==> src/rtl/display_pkg.sv <==
// Shared types and seven-segment constants for the BCD display path.
package display_pkg;

  localparam int unsigned BCD_DIGITS = 4;
  localparam int unsigned SEG_W      = 7;

  typedef enum logic [1:0] {
    IDLE  = 2'd0,
    SHIFT = 2'd1,
    DONE  = 2'd2
  } state_e;

  // Active-low codes, bit0 = seg a ... bit6 = seg g.
  localparam logic [SEG_W-1:0] SEG_BLANK = 7'h7F;
  localparam logic [SEG_W-1:0] SEG_DASH  = 7'h3F;

  localparam logic [0:9][SEG_W-1:0] SEG_DIGIT = {
    7'h40, 7'h79, 7'h24, 7'h30, 7'h19,
    7'h12, 7'h02, 7'h78, 7'h00, 7'h10
  };

endpackage

==> src/rtl/seg7_encode.sv <==
// Combinational digit-to-segment encoder with blank override.
module seg7_encode
  import display_pkg::*;
(
  input  logic [3:0]       digit_i,
  input  logic             blank_i,
  output logic [SEG_W-1:0] seg_c
);

  // Blank wins; out-of-range nibbles also show blank.
  always_comb begin
    seg_c = SEG_BLANK;
    if (!blank_i && (digit_i <= 4'd9)) begin
      seg_c = SEG_DIGIT[digit_i];
    end
  end

endmodule

==> src/rtl/bcd_hex_display.sv <==
// Sequential double-dabble binary-to-BCD converter driving four 7-segment digits.
module bcd_hex_display
  import display_pkg::*;
#(
  parameter int unsigned IN_WIDTH = 64,
  parameter int unsigned BIN_BITS = 14,
  parameter int unsigned MAX_VAL  = 9999,
  parameter int unsigned BLANK_LZ = 1
) (
  input  logic                clk,
  input  logic                rst,
  input  logic [IN_WIDTH-1:0] reg_out,
  output logic [SEG_W-1:0]    HEX0,
  output logic [SEG_W-1:0]    HEX1,
  output logic [SEG_W-1:0]    HEX2,
  output logic [SEG_W-1:0]    HEX3,
  output logic                busy,
  output logic                ovf
);

  localparam int unsigned BCD_W = 4 * BCD_DIGITS;
  localparam int unsigned CNT_W = $clog2(BIN_BITS + 1);

  state_e                            state_q, state_d;
  logic [IN_WIDTH-1:0]               last_val_q, last_val_d;
  logic                              first_q, first_d;
  logic [BIN_BITS-1:0]               bin_q, bin_d;
  logic [BCD_W-1:0]                  bcd_q, bcd_d;
  logic [CNT_W-1:0]                  cnt_q, cnt_d;
  logic                              ovf_pend_q, ovf_pend_d;
  logic                              busy_q, busy_d;
  logic                              ovf_q, ovf_d;
  logic [BCD_DIGITS-1:0][SEG_W-1:0]  hex_q, hex_d;

  logic [BCD_W-1:0]                  bcd_adj_c;
  logic [BCD_DIGITS-1:0]             blank_c;
  logic [BCD_DIGITS-1:0][SEG_W-1:0]  seg_c;

  // Add-3 correction on every nibble that is 5 or more before the shift.
  always_comb begin
    bcd_adj_c = bcd_q;
    for (int unsigned i = 0; i < BCD_DIGITS; i++) begin
      if (bcd_q[4*i +: 4] >= 4'd5) begin
        bcd_adj_c[4*i +: 4] = bcd_q[4*i +: 4] + 4'd3;
      end
    end
  end

  // Leading-zero blanking: a digit blanks when it and all higher digits are zero.
  always_comb begin
    blank_c = '0;
    for (int unsigned i = 1; i < BCD_DIGITS; i++) begin
      blank_c[i] = (BLANK_LZ != 0) && ((bcd_q >> (4*i)) == '0);
    end
  end

  for (genvar g = 0; g < BCD_DIGITS; g++) begin : g_seg
    seg7_encode u_seg7_encode (
      .digit_i (bcd_q[4*g +: 4]),
      .blank_i (blank_c[g]),
      .seg_c   (seg_c[g])
    );
  end

  // Next-state and datapath control.
  always_comb begin
    state_d    = state_q;
    last_val_d = last_val_q;
    first_d    = first_q;
    bin_d      = bin_q;
    bcd_d      = bcd_q;
    cnt_d      = cnt_q;
    ovf_pend_d = ovf_pend_q;
    busy_d     = busy_q;
    ovf_d      = ovf_q;
    hex_d      = hex_q;

    case (state_q)
      IDLE: begin
        if ((reg_out != last_val_q) || first_q) begin
          last_val_d = reg_out;
          first_d    = 1'b0;
          busy_d     = 1'b1;
          if (reg_out > IN_WIDTH'(MAX_VAL)) begin
            ovf_pend_d = 1'b1;
            state_d    = DONE;
          end else begin
            ovf_pend_d = 1'b0;
            bin_d      = reg_out[BIN_BITS-1:0];
            bcd_d      = '0;
            cnt_d      = CNT_W'(BIN_BITS);
            state_d    = SHIFT;
          end
        end
      end

      SHIFT: begin
        bcd_d = {bcd_adj_c[BCD_W-2:0], bin_q[BIN_BITS-1]};
        bin_d = {bin_q[BIN_BITS-2:0], 1'b0};
        cnt_d = cnt_q - CNT_W'(1);
        if (cnt_q == CNT_W'(1)) begin
          state_d = DONE;
        end
      end

      DONE: begin
        for (int unsigned i = 0; i < BCD_DIGITS; i++) begin
          hex_d[i] = ovf_pend_q ? SEG_DASH : seg_c[i];
        end
        ovf_d   = ovf_pend_q;
        busy_d  = 1'b0;
        state_d = IDLE;
      end

      default: begin
        state_d = IDLE;
      end
    endcase
  end

  // State and datapath registers.
  always_ff @(posedge clk or posedge rst) begin
    if (rst) begin
      state_q    <= IDLE;
      last_val_q <= '0;
      first_q    <= 1'b1;
      bin_q      <= '0;
      bcd_q      <= '0;
      cnt_q      <= '0;
      ovf_pend_q <= 1'b0;
      busy_q     <= 1'b0;
      ovf_q      <= 1'b0;
      hex_q      <= {BCD_DIGITS{SEG_BLANK}};
    end else begin
      state_q    <= state_d;
      last_val_q <= last_val_d;
      first_q    <= first_d;
      bin_q      <= bin_d;
      bcd_q      <= bcd_d;
      cnt_q      <= cnt_d;
      ovf_pend_q <= ovf_pend_d;
      busy_q     <= busy_d;
      ovf_q      <= ovf_d;
      hex_q      <= hex_d;
    end
  end

  assign HEX0 = hex_q[0];
  assign HEX1 = hex_q[1];
  assign HEX2 = hex_q[2];
  assign HEX3 = hex_q[3];
  assign busy = busy_q;
  assign ovf  = ovf_q;

endmodule

==> config.mk <==
export PLATFORM = sky130hd
export DESIGN_NAME = bcd_hex_display
export DESIGN_NICKNAME = d
export VERILOG_FILES = /design/src/rtl/display_pkg.sv /design/src/rtl/seg7_encode.sv /design/src/rtl/bcd_hex_display.sv
export SDC_FILE = /design/constraint.sdc
export NUM_CORES = 1
export LEC_CHECK = 0
export ABC_AREA = 0
export BUFFER_PORTS_ARGS = -buffer_cell sky130_fd_sc_hd__buf_2
export CORE_MARGIN = 5
export CORE_UTILIZATION = 57
export DETAILED_ROUTE_END_ITERATION = 8
export PLACE_DENSITY_LB_ADDON = 0.2
export SLEW_MARGIN = 30
export SYNTH_ARGS = -nofsm -noshare
export SYNTH_HDL_FRONTEND = slang
export SYNTH_SLANG_ARGS = --single-unit
==> constraint.sdc <==
create_clock -name clk -period 5.8 [get_ports clk]
set_clock_uncertainty 0.2 [all_clocks]
set_input_delay 1.16 -clock clk [delete_from_list [all_inputs] [get_ports clk]]
set_output_delay 1.16 -clock clk [all_outputs]
set_load 0.1 [all_outputs]
==> results of run 1 <==
==> cells in the mapped netlist (all sizes together) (2+ instances only) <==
cell    number
xnor2       10
nand2       57
a211oi       2
a21oi       32
o2111a       4
nor3         4
inv         31
nor4        26
dfrtp      103
nand3       10
clkbuf      17
nand2b      19
nor2b        5
nor2        52
o211ai       5
buf          9
dfstp       29
ha          22
o21ai       18
o22a        16
o41ai        2
o22ai       10
or4          2
a31oi        4
mux2        78
nand4       10
o32ai        4
xor2        50
==> worst max-delay path: cells and delay by family <==
kind            cells  cell delay [ns]
compound gates      1             0.54
xor+xnor            1             0.16
buf+inv             2             0.46
mux                 1             0.38
simple gates        3             1.30
==> power groups by stage <==
stage / registers [mW] / clock network (mW) / logic [mW]
final: 0.960 / 0.980 / 0.134
after global routing: 0.962 / 1.04 / 0.149
after CTS: 0.960 / 0.995 / 0.135
after detailed placement: 0.976 / 0 / 0.134
after global placement: 0.974 / 0 / 0.131
after floorplan: 0.972 / 0 / 0.0722
==> state kept, by name (all words and copies together), names as in the netlist <==
register / flops
bcd_q: 16
HEX0: 7
last_val_q: 64
bin_q: 14
state_q: 2
HEX3: 7
busy: 1
ovf: 1
HEX2: 7
HEX1: 7
first_q: 1
ovf_pend_q: 1
cnt_q: 4
==> worst paths after layout <==
kind / from / endpoint / cells after the start / slack [ns]
worst max-delay path: reg_out[24] / last_val_q[9] / 8 / 1.89
worst min-delay path: HEX1[6] / HEX1[6] / 2 / 0.26
worst max register to register: last_val_q[61] / last_val_q[9] / 7 / 2.35
worst min register to register: HEX1[6] / HEX1[6] / 2 / 0.26
max in group asynchronous: rst / first_q / 3 / 3.81
min in group asynchronous: rst / last_val_q[63] / 2 / 0.61
==> cell families (layout without fill, tap and decap cells) <==
family / Yosys count / count (layout)
simple gates: 189 / 189
flops: 132 / 132
buf+inv: 57 / 164
compound gates: 107 / 107
mux: 78 / 78
xor+xnor: 60 / 60
fa+ha+maj: 22 / 22
==> routing by layer <==
layer / vias to the layer above / wire length [um] / GRT usage [%]
li1: 2465 / - / -
met1: 2516 / 6750 / 29.7
met2: 146 / 7650 / 37.0
met3: 24 / 786 / 5.98
met4: 0 / 355 / 8.02
met5: - / 0 / 0
==> placed cells by master, fill, tap and decap left out, types with 10 or more instances in the layout <==
cell type  count
clkbuf_16     17
mux2_2        72
o21ai_0       17
nand2b_1      18
nand4_1       10
ha_1          22
nand3_1       10
buf_2         95
o22a_1        16
dfrtp_1      103
xor2_1        50
o22ai_1       10
a21oi_1       32
inv_1         30
nand2_1       57
xnor2_1       10
nor4_1        26
dfstp_2       29
nor2_1        52
==> final cells by class <==
type / count / area (um2)
clock buffer: 26 / 479
clock inverter: 6 / 55.1
fill: 940 / 3920
inverter: 31 / 119
multi-input combinational: 456 / 3330
sequential: 132 / 3340
tap: 147 / 184
timing repair buffer: 101 / 537
==> per-stage QoR <==
| stage | hold slack, ns | cell area (um2) |
|---|---|---|
| 3_5_place_dp | 0.256 | 7500 |
| 2_1_floorplan | 0.246 | 6920 |
| 4_1_cts | 0.265 | 8040 |
| 5_1_grt | 0.274 | 8040 |
| 3_3_place_gp | 0.247 | 7490 |
| 6_report | 0.261 | 8040 |
==> flow_summary_export.csv, run 1 <==
group,metric,value,unit
status,status,"finished, final reports clean",
hold_path,hold_path.class,"reg -> reg",
floorplanning,die-area,14400,um2
power_and_ir_drop,ir_drop,0.000211,V
cells_and_area,drive_above_1_share,31.1,%
yosys,yosys_warnings,0,
clocking,clock_insertion_delay_worst_skew,0.42,ns
placed_design,hpwlAfterDp,11.4,mm
power_and_ir_drop,share_seq_of_total_power,46.3,%
yosys,synthXorXnorAreaFrac,7.60,%
clocking,hold_buffers,0,
detailed_routing,avgViaCountPerCell,5.73,
yosys,synth-simple-area-share,13.0,%
floorplanning,die_h,120,um
critical_path,crit_path_end_kind,"flop",
sta,setup_viol,0,
yosys,synth_edf_count,0,
clocking,cts.clk_slew.worst_paths,0.05,ns
yosys,yosysUniqueCellTypes,47,
global_routing,overflow,0,
sta,slew_violations,0,
detailed_routing,ant_nets,0,
detailed_routing,detail_route.wl_per_cell,17.3,um
global_routing,grt_usage,22.8,%
yosys,synth-seq-area-share,48.3,%
cells_and_area,syn2layout_area_growth,16.3,%
yosys,avgSynthCellArea,10.7,um2
power_and_ir_drop,power.net_switching,0.463,mW
sta,rsz0062_at_grt,"no",
floorplanning,die_x,120,um
power_and_ir_drop,report.power.total,2.07,mW
detailed_routing,drc,0,
sta,tns,0,ns
cells_and_area,antenna_cells,0,
critical_path,arrival,4.01,ns
cells_and_area,final_util,67.2,%
power_and_ir_drop,cellPowerDensity,258,nW/um2
critical_path,cp_slowest_cell,"or4_4",
critical_path,path_class,"in -> reg",
global_routing,antenna_found_initial,0,
global_routing,grt_pass1_vias,5239,
placed_design,gp_congestion,0.861,
sta,min_period_over_period,67.4,%
critical_path,max_stage_delay,0.61,ns
detailed_routing,first_iter_violations,391,
job,max-cap-violations,0,
placed_design,port_buffers,95,
yosys,synth_area_leader_cell,"dfrtp_1",
sta,worst_pin_slew,0.744,ns
yosys,synth_top_area_share,37.3,%
sta,post-route-min-period,3.91,ns
critical_path,crit_path_cell_trace,"buf_2 > xor2_1 > nor4_1 > nand4_1 > or4_4 > o21ai_4 > buf_12 > mux2_2",
clocking,cts.sinks,132,
floorplanning,num_rows,40,
cells_and_area,nNetsFinal,827,
critical_path,cp_data_required_time,5.91,ns
clocking,cts_buffer_depth,2,
yosys,async_reset_ff_share,100,%
yosys,synth_top_family_by_area,"simple AND/OR/NAND/NOR gates",
yosys,synth_fa_ha_area_share,3.98,%
clocking,clockRootBuffer,"clkbuf_16",
yosys,yosys-top-cells-area,"dfrtp_1, mux2_2, dfstp_2, xor2_1, ha_1",
cells_and_area,stdcell_count,899,
sta,layout_setup_ws,1.89,ns
clocking,cts_tree,"yes",
sta,fmax,0.256,GHz
yosys,syn_nets,733,
detailed_routing,wl,15.5,mm
power_and_ir_drop,combPwrFrac,6.5,%
yosys,ys.flop_type,"dfrtp_1",
clocking,cts_buffers,17,
critical_path,crit_fanout,47,
global_routing,grt_pass1_wl,25.9,mm
placed_design,place_ws,1.51,ns
sta,slew_headroom,49.6,%
clocking,postCtsSetupRepairBufs,0,
detailed_routing,drtPass1Iterations,5,
yosys,ys_ff_latch,132,
sta,hold_viol_final,0,
critical_path,cp-start-kind,"primary input",
yosys,synth_area,6920,um2
detailed_routing,vias,5151,
clocking,cts_resized,0,
floorplanning,coreArea,12000,um2
floorplanning,pin_count,96,
power_and_ir_drop,intPower,1.61,mW
clocking,htreeDepth,4,
yosys,synthCells,645,
yosys,synth_mux_area_share,12.7,%
power_and_ir_drop,power.share.clock,47.2,%
power_and_ir_drop,p_sw_share,22.3,%
placed_design,dp.cells,867,
floorplanning,initial_utilization,57.8,%
yosys,synth-compound-area-share,10.6,%
global_routing,grt_max_degree,50,
power_and_ir_drop,total_leakage_power,3.55,nW
No activity file was read; power rests on OpenSTA's default activity.
==> run 2, diff against run 1 <==
==> constraint.sdc (replaced) <==
create_clock -name clk -period 3.7 [get_ports clk]
set_clock_uncertainty 0.2 [all_clocks]
set_input_delay 0.74 -clock clk [delete_from_list [all_inputs] [get_ports clk]]
set_output_delay 0.74 -clock clk [all_outputs]
set_load 0.1 [all_outputs]
==> run 2 against run 1 <==
Effect of this change:
- combinational power grew 60%
- via count increased by 0.76%
- non-clock buffer count rose by 2
- clock power is 53% higher
- worst setup slack lost 1.3 ns
- routed wire length up 1.3%
- power is 55% higher
- utilization grew 0.27 points
- clock-buffer cell count unchanged
- largest cell class unchanged
==> flow_summary_export.csv, run 2 (synthesis results as in run 1) <==
group,metric,value,unit
sta,worst_pin_slew,0.809,ns
critical_path,crit_path_cell_trace,"buf_2 > xor2_1 > nor4_1 > nand4_1 > or4_4 > o21ai_4 > buf_12 > mux2_2",
placed_design,hpwlAfterDp,11.5,mm
critical_path,crit_path_end_kind,"flop",
clocking,htreeDepth,4,
sta,tns,0,ns
critical_path,arrival,3.19,ns
clocking,clock_insertion_delay_worst_skew,0.42,ns
clocking,postCtsSetupRepairBufs,0,
global_routing,grt_usage,23.1,%
cells_and_area,final_util,67.5,%
floorplanning,die_x,120,um
global_routing,use_met1,29.9,%
floorplanning,pin_count,96,
hold_path,hold_path.class,"in -> async",
sta,slew_violations,0,
floorplanning,num_rows,40,
critical_path,cp-start-kind,"primary input",
global_routing,grt_max_degree,79,
detailed_routing,drc,0,
critical_path,critPathTopFamily,"simple AND/OR/NAND/NOR gates",
critical_path,max_stage_delay,0.61,ns
sta,slew_headroom,45.5,%
global_routing,use_met3,4.95,%
sta,setup_viol,0,
cells_and_area,antenna_cells,0,
clocking,cts_buffer_depth,2,
floorplanning,coreArea,12000,um2
clocking,cts.clk_slew.worst_paths,0.05,ns
power_and_ir_drop,ir_drop,0.000335,V
status,status,"finished, final reports clean",
placed_design,port_buffers,95,
global_routing,grt_pass1_wl,26.3,mm
clocking,hold_buffers,0,
detailed_routing,drtPass1Iterations,5,
sta,hold_viol_final,0,
global_routing,antenna_found_initial,0,
power_and_ir_drop,total_leakage_power,3.56,nW
clocking,cts.sinks,132,
sta,post-route-min-period,3.09,ns
cells_and_area,drive_above_1_share,31.6,%
critical_path,cp_data_required_time,3.80,ns
detailed_routing,ant_nets,0,
sta,rsz0062_at_grt,"no",
critical_path,path_class,"in -> reg",
cells_and_area,largest_reg_flops,64,
cells_and_area,mostFrequentLayoutCells,"dfrtp_1, buf_2, mux2_2",
global_routing,grt_pass1_vias,5276,
cells_and_area,nFillCells,933,
clocking,cts_tree,"yes",
cells_and_area,final_common_cell,"dfrtp_1",
floorplanning,die_h,120,um
critical_path,cp_slowest_cell,"or4_4",
detailed_routing,first_iter_violations,291,
floorplanning,die-area,14400,um2
cells_and_area,syn2layout_area_growth,16.8,%
global_routing,use_met2,37.8,%
floorplanning,initial_utilization,57.8,%
detailed_routing,wl,15.7,mm
sta,fmax,0.324,GHz
detailed_routing,vias,5190,
global_routing,overflow,0,
detailed_routing,detail_route.wl_per_cell,17.5,um
cells_and_area,largest-register,"last_val_q",
placed_design,gp_congestion,0.854,
clocking,clockRootBuffer,"clkbuf_16",
clocking,cts_resized,0,
power_and_ir_drop,cellPowerDensity,398,nW/um2
global_routing,grt.busiest_layer,"met2",
sta,min_period_over_period,83.5,%
critical_path,critPathBufInv,2,
cells_and_area,top_regs,"last_val_q: 64 flops, bcd_q: 16 flops, bin_q: 14 flops",
job,max-cap-violations,0,
cells_and_area,nNetsFinal,829,
detailed_routing,avgViaCountPerCell,5.76,
clocking,cts_buffers,17,
critical_path,crit_fanout,48,
[run 2: final cells by class]
cell class | count | area, um2 | share of cell area [%]
clock inverter | 6 | 30.0 | 0.372
inverter | 31 | 120 | 1.49
timing repair buffer | 103 | 573 | 7.10
tap | 147 | 184 | 2.28
sequential | 132 | 3340 | 41.3
clock buffer | 26 | 499 | 6.18
multi-input combinational | 456 | 3330 | 41.2
[run 2: path summary, 6_finish.rpt]
path	from	endpoint	slack, ns	cells past startpoint
max in group asynchronous	rst	first_q	2.28	3
worst min register to register	HEX1[6]	HEX1[6]	0.26	2
worst max-delay path	reg_out[24]	last_val_q[42]	0.61	8
worst max register to register	last_val_q[61]	last_val_q[42]	0.65	7
min in group clk	HEX1[6]	HEX1[6]	0.26	2
worst min-delay path	rst	last_val_q[24]	0.18	2
[run 2: metal layers]
metal,vias to the layer above,share of wire (%)
met4,0,3.0
li1,2462,-
met2,151,50
met5,-,0
met1,2542,43
met3,35,4.5
[run 2: stage by stage]
step / worst slack [ns] / power [mW] / area (um2) / hold WS [ns] / std cells
6_report: 0.610 / 3.22 / 8080 / 0.184 / 901
5_1_grt: 0.406 / 3.35 / 8080 / 0.210 / 901
4_1_cts: 0.644 / 3.25 / 8070 / 0.179 / 901
3_5_place_dp: 0.214 / 1.74 / 7540 / 0.252 / 869
3_3_place_gp: 0.224 / 1.73 / 7540 / 0.246 / 869
2_1_floorplan: 0.731 / 1.64 / 6920 / 0.246 / 645
[run 2: power by group]
part	internal [mW]	switching (mW)	total (mW)
registers	1.48	0.0235	1.51
logic	0.0931	0.121	0.214
clock network	0.919	0.579	1.50
==> run 3, diff against run 2 <==
--- a/config.mk
+++ b/config.mk
@@ -5,7 +5,7 @@
 export SDC_FILE = /design/constraint.sdc
 export NUM_CORES = 1
 export LEC_CHECK = 0
-export ABC_AREA = 0
+export ABC_AREA = 1
 export BUFFER_PORTS_ARGS = -buffer_cell sky130_fd_sc_hd__buf_2
 export CORE_MARGIN = 5
 export CORE_UTILIZATION = 57
==> constraint.sdc (replaced) <==
create_clock -name clk -period 3.1 [get_ports clk]
set_clock_uncertainty 0.2 [all_clocks]
set_input_delay 0.62 -clock clk [delete_from_list [all_inputs] [get_ports clk]]
set_output_delay 0.62 -clock clk [all_outputs]
set_load 0.1 [all_outputs]
==> run 3 against run 2 <==
Effect of this change:
- sequential share of layout area decreased by 3.3 points
- via count increased by 25%
- sequential power increased by 19%
- non-clock buffer count increased by 4
- sequential cell count unchanged
- critical path type is now reg -> reg
- critical endpoint is now last_val_q[19]
- highest routed layer unchanged
==> flow_summary_export.csv, run 3 <==
group,metric,value,unit
status,status,"finished, final reports clean",
yosys,yosys-top-cells-count,"nand2_1, inv_1, dfrtp_1, o21ai_0, nor2_1",
cells_and_area,largest_reg_flops,64,
sta,hold_viol_final,0,
global_routing,grt_pass1_vias,6006,
detailed_routing,ant_nets,0,
power_and_ir_drop,p_sw_share,21.2,%
power_and_ir_drop,combPwrFrac,6.3,%
sta,tns,0,ns
detailed_routing,detail_route.wl_per_cell,12.6,um
yosys,synthCells,997,
clocking,htreeDepth,4,
power_and_ir_drop,ir_drop,0.000296,V
detailed_routing,first_iter_violations,381,
sta,post-route-min-period,2.20,ns
sta,slew_headroom,54.6,%
detailed_routing,drc,0,
floorplanning,die_x,124,um
sta,whs,0.199,ns
yosys,yosys-top-cells-area,"dfrtp_1, nand2_1, dfstp_2, inv_1, o21ai_0",
clocking,clock_insertion_delay_worst_skew,0.42,ns
cells_and_area,nFillCells,1084,
global_routing,overflow,0,
sta,fmax,0.454,GHz
detailed_routing,wl,16.2,mm
critical_path,max_stage_delay,0.36,ns
critical_path,arrival,2.33,ns
floorplanning,die-area,15400,um2
cells_and_area,syn2layout_area_growth,18.5,%
yosys,syn_nets,1085,
cells_and_area,final_common_cell,"nand2_1",
sta,worst_pin_slew,0.681,ns
critical_path,cp.depth,13,
power_and_ir_drop,power.share.clock,52.8,%
detailed_routing,drtPass1Iterations,5,
critical_path,worstSetupStartpoint,"last_val_q[46]",
sta,rsz0062_at_grt,"no",
cells_and_area,top_regs,"last_val_q: 64 flops, bcd_q: 16 flops, bin_q: 14 flops",
yosys,yosysUniqueCellTypes,36,
detailed_routing,avgViaCountPerCell,5.04,
critical_path,crit_path_end_kind,"flop",
floorplanning,pin_count,96,
yosys,synth_top_area_share,34.9,%
global_routing,grt_usage,22.5,%
power_and_ir_drop,intPower,3.47,mW
yosys,synth_area,7390,um2
critical_path,path_class,"reg -> reg",
power_and_ir_drop,total_leakage_power,4.47,nW
floorplanning,coreArea,12700,um2
yosys,avgSynthCellArea,7.42,um2
clocking,cts_resized,0,
yosys,synth.most_common_cell,"nand2_1",
cells_and_area,drive_above_1_share,18.4,%
global_routing,grt_max_degree,133,
floorplanning,initial_utilization,58.4,%
yosys,ys.flop_type,"dfrtp_1",
critical_path,crit_fanout,30,
hold_path,hold_path.class,"in -> async",
critical_path,crit_path_cell_trace,"inv_1 > nand2_1 > nand2_1 > nor2_1 > nand3_1 > nor2_1 > nand2_1 > nor2_4 > nand3_2 > nand2_4 > buf_4 > nand2_1 > o21ai_0",
yosys,ys_ff_latch,132,
placed_design,gp_congestion,0.857,
critical_path,r2r_cells,13,
critical_path,cp-start-kind,"flop",
clocking,cts_buffer_depth,2,
critical_path,r2r-start,"last_val_q[46]",
clocking,cts_tree,"yes",
power_and_ir_drop,report.power.total,4.40,mW
cells_and_area,nNetsFinal,1185,
critical_path,critPathTopFamily,"simple AND/OR/NAND/NOR gates",
critical_path,cp_data_required_time,3.23,ns
cells_and_area,antenna_cells,0,
critical_path,crit_top_cell,"nand2_1",
floorplanning,num_rows,41,
cells_and_area,largest-register,"last_val_q",
cells_and_area,mostFrequentLayoutCells,"nand2_1, inv_1, dfrtp_1",
global_routing,grt_pass1_wl,27.5,mm
power_and_ir_drop,power.net_switching,0.932,mW
yosys,synth_edf_count,0,
global_routing,antenna_found_initial,0,
yosys,yosys_warnings,0,
detailed_routing,vias,6462,
floorplanning,die_h,124,um
clocking,cts.clk_slew.worst_paths,0.06,ns
clocking,hold_buffers,0,
clocking,cts_buffers,17,
sta,slew_violations,0,
yosys,synth_area_leader_cell,"dfrtp_1",
yosys,async_reset_ff_share,100,%
sta,setup_viol,0,
critical_path,cp_slowest_cell,"dfrtp_1",
placed_design,hpwlAfterDp,11.5,mm
yosys,synth-seq-area-share,45.2,%
clocking,cts.sinks,132,
critical_path,critPathBufInv,2,
power_and_ir_drop,share_seq_of_total_power,40.9,%
clocking,clockRootBuffer,"clkbuf_16",
job,max-cap-violations,0,
sta,min_period_over_period,71.0,%
clocking,postCtsSetupRepairBufs,0,
power_and_ir_drop,cellPowerDensity,502,nW/um2
placed_design,port_buffers,95,
[run 3: changes by cell type after synthesis, moves of 14 or more]
cell and change:
nand2_1 +279, inv_1 +93, mux2_2 -72, o21ai_0 +64, xor2_1 -44, nand3_1 +29
o21ai_1 +28, nor2_1 +26, nor4_1 -26, inv_2 +19, nand2b_1 -19, o22a_1 -14
[run 3: power groups by stage]
stage	registers, mW	clock network, mW	logic [mW]
after floorplan	1.82	0	0.177
after global placement	1.83	0	0.274
after detailed placement	1.83	0	0.280
after CTS	1.80	2.36	0.283
after global routing	1.81	2.43	0.325
final	1.80	2.32	0.278
[run 3: cells by family (layout without fill, tap and decap cells)]
group	after synthesis	after routing	synth area share [%]
AOI/OAI and AO/OA	157	157	11.5
xor gates and xnor gates	23	23	2.72
DFF	132	132	45.2
buffers and inverters	171	284	9.41
adders and majority gates	22	22	3.72
and+or+nand+nor	492	492	27.4
[run 3: worst register-to-register path: stages (launching register included)]
cell and delay, ns:
dfrtp_1 0.36, inv_1 0.05, nand2_1 0.05, nand2_1 0.05, nor2_1 0.11, nand3_1 0.11, nor2_1 0.11, nand2_1 0.10
nor2_4 0.14, nand3_2 0.11, nand2_4 0.29, buf_4 0.28, nand2_1 0.07, o21ai_0 0.08
[run 3: metrics by stage]
stage                     cells  instance area [um2]  setup slack, ns  util (%)
after floorplan             997                 7400            0.666         -
after global placement     1250                 8080            0.592      63.8
after detailed placement   1250                 8080            0.513      63.8
after CTS                  1282                 8770            0.863      69.2
after global routing       1282                 8770            0.678      69.2
final                      1282                 8770            0.899      69.2
[run 3: area by class of cell]
class                      instances  area [um2]  share of cell area, %
inverter                         145         548                   6.25
clock inverter                     9         198                   2.26
timing repair buffer             107         616                   7.02
tap                              172         215                   2.46
sequential                       132        3340                   38.1
multi-input combinational        694        3360                   38.4
clock buffer                      23         488                   5.57
[run 3: path summary, 6_finish.rpt]
check	slack [ns]	to
min	0.20	last_val_q[46]
max	0.90	last_val_q[19]
max reg2reg	0.90	last_val_q[19]
min in group clk	0.25	first_q
min reg2reg	0.25	first_q
max in group asynchronous	1.99	bin_q[11]
[run 3: metal layers]
metal	vias up	track usage (%)	share of wire [%]	wire, um
met2	147	36.3	47	7520
met4	0	7.53	2.0	325
met3	27	4.95	5.1	822
met5	-	0	0	0
met1	2952	30.3	46	7480
li1	3336	-	-	-
